<file path="config.mk">
export PLATFORM = sky130hd
export DESIGN_NAME = mema_skew_dbuf
export DESIGN_NICKNAME = d
export VERILOG_FILES = /design/src/rtl/mema_skew_dbuf.sv
export SDC_FILE = /design/constraint.sdc
export NUM_CORES = 2
export LEC_CHECK = 0
export CORE_MARGIN = 2
export CORE_UTILIZATION = 45
export CTS_CLUSTER_SIZE = 40
export DETAILED_ROUTE_END_ITERATION = 12
export GPL_ROUTABILITY_DRIVEN = 0
export SLEW_MARGIN = 20
export SYNTH_ARGS = -nofsm -noshare
export SYNTH_HDL_FRONTEND = slang
export SYNTH_SLANG_ARGS = --single-unit
</file>
<file path="constraint.sdc">
create_clock -name clk -period 10.45 [get_ports clk]
set_clock_uncertainty 0.15 [all_clocks]
set_input_delay 1.045 -clock clk [delete_from_list [all_inputs] [get_ports clk]]
set_output_delay 1.045 -clock clk [all_outputs]
set_load 0.01 [all_outputs]
</file>
<file path="src/rtl/mema_skew_dbuf.sv">
// Ping-pong A-operand tile store for the systolic MAC array.
// One bank loads from the host while the other streams out with a diagonal skew.
module mema_skew_dbuf #(
  parameter int BITS_AB = 8,
  parameter int DIM_R   = 8,
  parameter int DIM_K   = 8
) (
  input  logic                                 clk,
  input  logic                                 rst_n,
  input  logic                                 wr_en,
  input  logic [((DIM_R > 1) ? $clog2(DIM_R) : 1)-1:0] wr_row,
  input  logic signed [DIM_K-1:0][BITS_AB-1:0] wr_data,
  input  logic                                 wr_commit,
  input  logic                                 start,
  output logic signed [DIM_R-1:0][BITS_AB-1:0] Aout,
  output logic [DIM_R-1:0]                     Avld,
  output logic                                 busy,
  output logic                                 done,
  output logic                                 ready,
  output logic                                 wr_drop
);

  localparam int T  = DIM_K + DIM_R - 1;
  localparam int TW = $clog2(T + 1);
  localparam int RW = (DIM_R > 1) ? $clog2(DIM_R) : 1;
  localparam int KW = (DIM_K > 1) ? $clog2(DIM_K) : 1;
  localparam logic [TW-1:0] T_LAST = TW'(T - 1);

  typedef enum logic {IDLE, STREAM} state_t;

  state_t state, state_n;
  logic [TW-1:0] t, t_n;
  logic load_sel, stream_sel_n;
  logic wr_ok, drop_n, accept, ready_n;
  logic [DIM_R-1:0][BITS_AB-1:0] aout_n;
  logic [DIM_R-1:0] vld_n;

  logic [BITS_AB-1:0] mem [2][DIM_R][DIM_K];

  always_comb begin
    wr_ok  = wr_en && !ready && (int'(wr_row) < DIM_R);
    drop_n = (wr_en && !wr_ok) || (wr_commit && ready);
    // done doubles as the back-to-back window so a new tile follows with no bubble
    accept = start && ready && ((state == IDLE) || done);
    ready_n = accept ? 1'b0 : (ready || wr_commit);
  end

  always_ff @(posedge clk) begin
    if (wr_ok) begin
      for (int k = 0; k < DIM_K; k++) begin
        mem[load_sel][wr_row][k] <= wr_data[k];
      end
    end
  end

  always_comb begin
    state_n = state;
    t_n     = t;
    if (accept) begin
      state_n = STREAM;
      t_n     = '0;
    end else if (state == STREAM) begin
      if (t == T_LAST) begin
        state_n = IDLE;
        t_n     = '0;
      end else begin
        t_n = t + 1'b1;
      end
    end
  end

  // Outputs are registered, so lane data is looked up for the step about to be shown.
  always_comb begin
    stream_sel_n = accept ? load_sel : ~load_sel;
    aout_n = '0;
    vld_n  = '0;
    for (int i = 0; i < DIM_R; i++) begin
      int k;
      k = int'(t_n) - i;
      if ((state_n == STREAM) && (k >= 0) && (k < DIM_K)) begin
        aout_n[i[RW-1:0]] = mem[stream_sel_n][i[RW-1:0]][k[KW-1:0]];
        vld_n[i[RW-1:0]]  = 1'b1;
      end
    end
  end

  always_ff @(posedge clk or negedge rst_n) begin
    if (!rst_n) begin
      state    <= IDLE;
      t        <= '0;
      load_sel <= 1'b0;
      ready    <= 1'b0;
      Aout     <= '0;
      Avld     <= '0;
      busy     <= 1'b0;
      done     <= 1'b0;
      wr_drop  <= 1'b0;
    end else begin
      state    <= state_n;
      t        <= t_n;
      if (accept) load_sel <= ~load_sel;
      ready    <= ready_n;
      Aout     <= aout_n;
      Avld     <= vld_n;
      busy     <= (state_n == STREAM);
      done     <= (state_n == STREAM) && (t_n == T_LAST);
      wr_drop  <= drop_n;
    end
  end

endmodule

</file>
**After elaboration in Yosys (flattened, before gate mapping)**

Memories as Yosys holds them, arrays and structs flattened.
Index checks and enable logic that the tools add are counted.

- Add/sub/neg operators: 8
- $lt $le $gt $ge: 26
- Equality and inequality tests: 2
- Mux-type cells: 3,657
- Bitwise logic cells: 3,595
- Reduce and logical (&&, ||, !) cells: 28

Operator list:

| operator | number |
|---|---|
| 2-to-1 mux 512 bit | 8 |
| 2-to-1 mux 1 bit | 3,598 |
| bitwise OR 1 bit | 3,584 |
| demux 64 bit (select 3 bit) | 8 |
| 2-to-1 mux 8 bit | 25 |
| binary-select mux 8 bit (select 3 bit) | 8 |
| 2-to-1 mux 64 bit | 1 |
| 2-to-1 mux 56 bit | 1 |
| 2-to-1 mux 48 bit | 1 |
| 2-to-1 mux 40 bit | 1 |
| >= comparator 4 bit (second input constant) | 9 |
| NOT 3 -> 4 bit | 9 |
| >= comparator 5 x 1 -> 1 bit (second input constant) | 7 |
| < comparator 5 bit (second input constant) | 7 |
| 2-to-1 mux 32 bit | 1 |
| 2-to-1 mux 24 bit | 1 |
| logical AND 1 bit | 23 |
| subtractor 4 x 3 -> 5 bit (second input constant) | 4 |
| 2-to-1 mux 16 bit | 1 |
| 2-to-1 mux 4 bit | 3 |
| subtractor 4 x 2 -> 5 bit (second input constant) | 2 |
| == test 4 bit (second input constant) | 2 |
| subtractor 4 x 1 -> 5 bit (second input constant) | 1 |
| adder 4 x 1 -> 4 bit (second input constant) | 1 |
| 6 further kinds | 10 |

- Flip-flop bits (word level): 81
- Bits in writable memories: 1,024
- Input bits: 72
- Output and inout port bits: 76
- Memories kept: 1

Memory list:

| name | words | bits a word | read ports | clocked after memory_dff | wr ports | RTL line | text |
|---|---|---|---|---|---|---|---|
| mem | 2 | 512 | 1 | 0 | 1 | 38 | `logic [BITS_AB-1:0] mem [2][DIM_R][DIM_K];` |

**Depth between registers and ports, before layout**

- Depth in word-level cells: 13
- Mapped depth: 15
- Gate-level depth less buffers: 12

**Least setup slack after synthesis**

OpenSTA, ideal clock, no wires.

- Kind: input port to flip-flop
- Start: input port wr_row[1] in the netlist's numbering
- End: memory mem[0][448] in the netlist's numbering, enable pin
- Setup time: 0.644 ns
- Arrival: 7.617 ns
- Data required time: 9.656 ns
- Slack: 2.039 ns
- Stages on the path: 2
- Path buffers: 0
- Cell sequence: or3b_2 nor4_1

- Word-level cells in the longest chain between the ends: 10

RTL lines:

| what | RTL line | text |
|---|---|---|
| start, declared | 11 | `input logic [((DIM_R > 1) ? $clog2(DIM_R) : 1)-1:0] wr_row,` |
| NOT 3 -> 4 bit (not written as such) (*) | 51 | `mem[load_sel][wr_row][k] <= wr_data[k];` |
| demux 64 bit (select 3 bit) | 51 |  |
| 2-to-1 mux 512 bit (not written as such) | 51 |  |
| bitwise OR 1 bit (no source line) (6 in series) | - |  |
| bitwise OR 1 bit (no source line) (*) | - |  |
| end, declared | 38 |  |

Every way passes the cells marked *; elsewhere a longest branch is shown, timed or not.

==> results list <==
* Relative slew slack: 17.0%
- The longest clock path from root to sink contains 3 buffers.
- Setup repair after global routing missed its margin: false
* Fraction of synthesis flops using an asynchronous set or reset pin: 7.33%
- Entering global routing, the biggest net connects 130 pins.
- In the routed design, unresolved DRC markers number 0.
- Post-detail-place hpwl: 85400 microns
- STA classifies the critical path startpoint as a register.
- DIE AREA: 111000 sq um
- Clock sinks: 1105
* Clock buffers created by TritonCTS: 114
- Highest achievable clock rate: 201 MHz
- Dominant synthesized flop cell: sky130_fd_sc_hd__edfxtp_1
* CP max stage delay: 640 ps
- Data arrives at the worst endpoint at 5370 ps.
- At the placement stage, the worst setup path has a slack of 5020 ps.
- Summing the sequential cell areas from Yosys gives 67.3% of the chip area.
* # H-tree levels: 3
- Counting both buffers and inverters, the worst setup path holds a total of 4.
* Crit path max-delay cell type: sky130_fd_sc_hd__xnor2_4
* Finish-stage setup viols: 0
- The clock period could shrink to 4970 ps.
* Die Width: 333 microns
- Required time at the endpoint of the critical path: 10850 ps
- Num rows: 120
- Yosys printed 0 warnings.
- Following the worst setup path forward leads to its endpoint at Aout[41]$_DFF_PN0_.
- At the end of the flow, the number of nets in the layout was 3644.
- Post-CTS Setup Repair Bufs: 0
- Using the TritonRoute via totals, the vias-per-cell ratio works out to 6.35.
- The pre-antenna-repair detailed-routing pass consisted of 5 iterations.
- The number of nets handed over by synthesis was 3673.
- Actual slew at the worst max-slew pin: 1240 ps
- Initial detailed-routing violation count: 4387
- Clock-pin slew was measured on the worst setup and hold paths at 60 ps.
* Worst Path Class, Setup: reg2reg
* Power per unit of standard cell area: 297 nW/um^2
* Buffers on Ports: 147
- Result of the run: complete, no violations
- Final total negative setup slack: 0 ps
* Area Growth Syn to Fin: 13.1%
- Setup slack on the worst reg-to-reg path comes out at 5480 ps.
- Clock network latency to the later pin of the worst-skew pair: 720 ps
- I/O pin total: 148
* Routed wire length: 153000 microns
- Leaving out fill and tap cells, the most frequent cell in the layout is sky130_fd_sc_hd__edfxtp_1.
- Global routing finished with a remaining overflow of 0.
* All-layer global routing usage: 27.2%
* Count of flip-flops with a built-in enable after synthesis: 1024
- Cells on worst reg2reg path: 13
- Largest fanout on the critical path: 40
- The cell area that synthesis handed to floorplanning was 48700 sq um.
- STA classifies the critical path endpoint as a register.
* Wire length of the first global-routing pass: 217000 microns
* Final Cell Area: 55000 sq um
* Final count of pins violating max slew: 0
- The analysis attributes to cell leakage a power of 20.7 nW.
- RR Endpoint: Aout[41]$_DFF_PN0_
- The final hold violation count was 0.
- Critical path startpoint: t[0]$_DFF_PN0_
- Cell type group with the largest total delay on the critical path: buffers and inverters
- Synthesis produced 3591 cells.
- In this run the mean area of a mapped cell was 13.6 sq um.
- In this run the cell area measured after placement is 51200 sq um.
* Number of antenna violations at the first check in global routing: 20
- Depth of the critical timing path with buffers and inverters included: 13
- Remaining antenna violation count after routing: 0
* Via count of the first global-routing pass: 30833
* Number of max-cap violations: 0
* Unique masters post-synth: 66
- Share of layout cells above drive strength 1: 9.83%
- Starting density of the core: 45.4%
- Peak VDD IR: 0.292 mV
* Avg WL per Cell: 30.3 microns
- For this block, the via count after detailed routing is 32171.
* Leading cell types in the layout, fill and taps excluded: 1024 x sky130_fd_sc_hd__edfxtp_1, 464 x sky130_fd_sc_hd__a21o_1, 344 x sky130_fd_sc_hd__nand2_1
- The signal on the critical path passes through inv_1 -> ha_1 -> a31oi_1 -> mux2i_4 -> buf_4 -> nor2_4 -> inv_1 -> ha_1 -> xnor2_4 -> buf_4 -> o21ai_0 -> o211ai_1 -> a21oi_1.
* Final period utilization: 47.6%
* Minimum setup slack in the final design: 5480 ps
- CTS Root Cell: sky130_fd_sc_hd__clkbuf_16
* Hold Path Class: in2async
* Seq cells post-synth: 1105
- In this run the standard cell core region covers 107000 sq um.
- The floorplan step set the die height to 333 microns.
- Buffers inserted to repair hold after CTS numbered 0.
* Post-CTS sizing: 0
* TritonCTS clock tree: done
- Launching point of the worst reg2reg path: t[0]$_DFF_PN0_
-- registers in the layout (all words and copies together), names as in the netlist --
register	count
mem	1024
Aout	64
Avld	8
t	4
done	1
load_sel	1
ready	1
state	1
wr_drop	1
-- cells by family (layout without fill, tap and decap cells) --
family	count (synthesis)	count (layout)	share of synthesized area (%)
flops	1105	1105	67.3
simple gates	612	612	5.70
mux	247	247	5.29
compound gates	1209	1209	17.7
other cells	0	3	0
buf+inv	398	470	3.45
xor+xnor	10	10	0.249
fa+ha+maj	10	10	0.257
-- synth_stat cells (all sizes together), types with 8 or more instances --
cell | count | area (sq um)
a2111oi | 8 | 70.1
a211o | 16 | 140
a211oi | 13 | 110
a21o | 464 | 3480
a21oi | 130 | 651
a221oi | 26 | 228
a22o | 16 | 140
a22oi | 53 | 398
a31oi | 13 | 81.3
a32oi | 38 | 333
and2 | 13 | 83.8
buf | 205 | 955
clkbuf | 185 | 696
dfrtp | 81 | 2030
edfxtp | 1024 | 30700
ha | 10 | 125
inv | 8 | 30.0
mux2 | 10 | 113
mux2i | 230 | 2300
nand2 | 347 | 1310
nand3 | 48 | 240
nand4 | 26 | 163
nor2 | 73 | 325
nor2b | 77 | 482
nor3 | 8 | 40.0
o211ai | 19 | 143
o21ai | 125 | 629
o221ai | 121 | 1060
o22a | 18 | 158
o22ai | 134 | 838
xnor2 | 8 | 104
-- worst min path at each step --
stage | slack (ps) | to | cells after the start | from
2_1_floorplan | 410 | Aout[32]$_DFF_PN0_ | 4 | mem[1][224]$_DFFE_PP_
3_3_place_gp | 450 | Aout[51]$_DFF_PN0_ | 4 | mem[1][91]$_DFFE_PP_
3_5_place_dp | 460 | Aout[53]$_DFF_PN0_ | 4 | mem[1][93]$_DFFE_PP_
4_1_cts | 290 | Aout[42]$_DFF_PN0_ | 1 | rst_n
5_1_grt | 330 | Avld[4]$_DFF_PN0_ | 1 | rst_n
6_report | 300 | Aout[20]$_DFF_PN0_ | 1 | rst_n
-- metal layers --
layer	track usage (%)	up-vias	share of wire, %
met1	37.4	16495	40
met4	10.1	4	3.8
met3	5.29	241	9.4
li1	-	13866	-
met5	0	-	0.018
met2	43.0	1565	47
-- report_power, final --
part           internal, W  total (W)  switching [W]
clock network      0.00247    0.00419        0.00172
logic              0.00232    0.00699        0.00468
registers          0.00505    0.00519       0.000139
-- area by class of cell --
type	count	area [sq um]
Multi-Input combinational cell	2088	14400
Clock inverter	49	581
Fill cell	9132	52200
Tap cell	1403	1760
Clock buffer	168	3290
Sequential cell	1105	32800
Inverter	8	31.3
Antenna cell	3	7.51
Timing Repair Buffer	245	2180
-- per-stage QoR --
step,hold WS [ps],cells,total power (W),util [%]
2_1_floorplan,413,3591,0.00990,-
3_3_place_gp,448,4849,0.0121,47.7
3_5_place_dp,459,4849,0.0122,47.7
4_1_cts,292,5066,0.0164,51.3
5_1_grt,332,5066,0.0171,51.3
6_report,298,5069,0.0164,51.3
-- worst register-to-register path, delay by kind of cell (launching register included) --
| family | cells | cell delay [ps] |
|---|---|---|
| flip-flops | 1 | 510 |
| adder cells (fa/ha/maj) | 2 | 780 |
| multiplexers | 1 | 110 |
| AO/OA/AOI/OAI | 4 | 860 |
| XOR/XNOR | 1 | 640 |
| buffers and inverters | 4 | 1380 |
| AND/OR/NAND/NOR | 1 | 380 |
(Power assumes the default switching activity.)
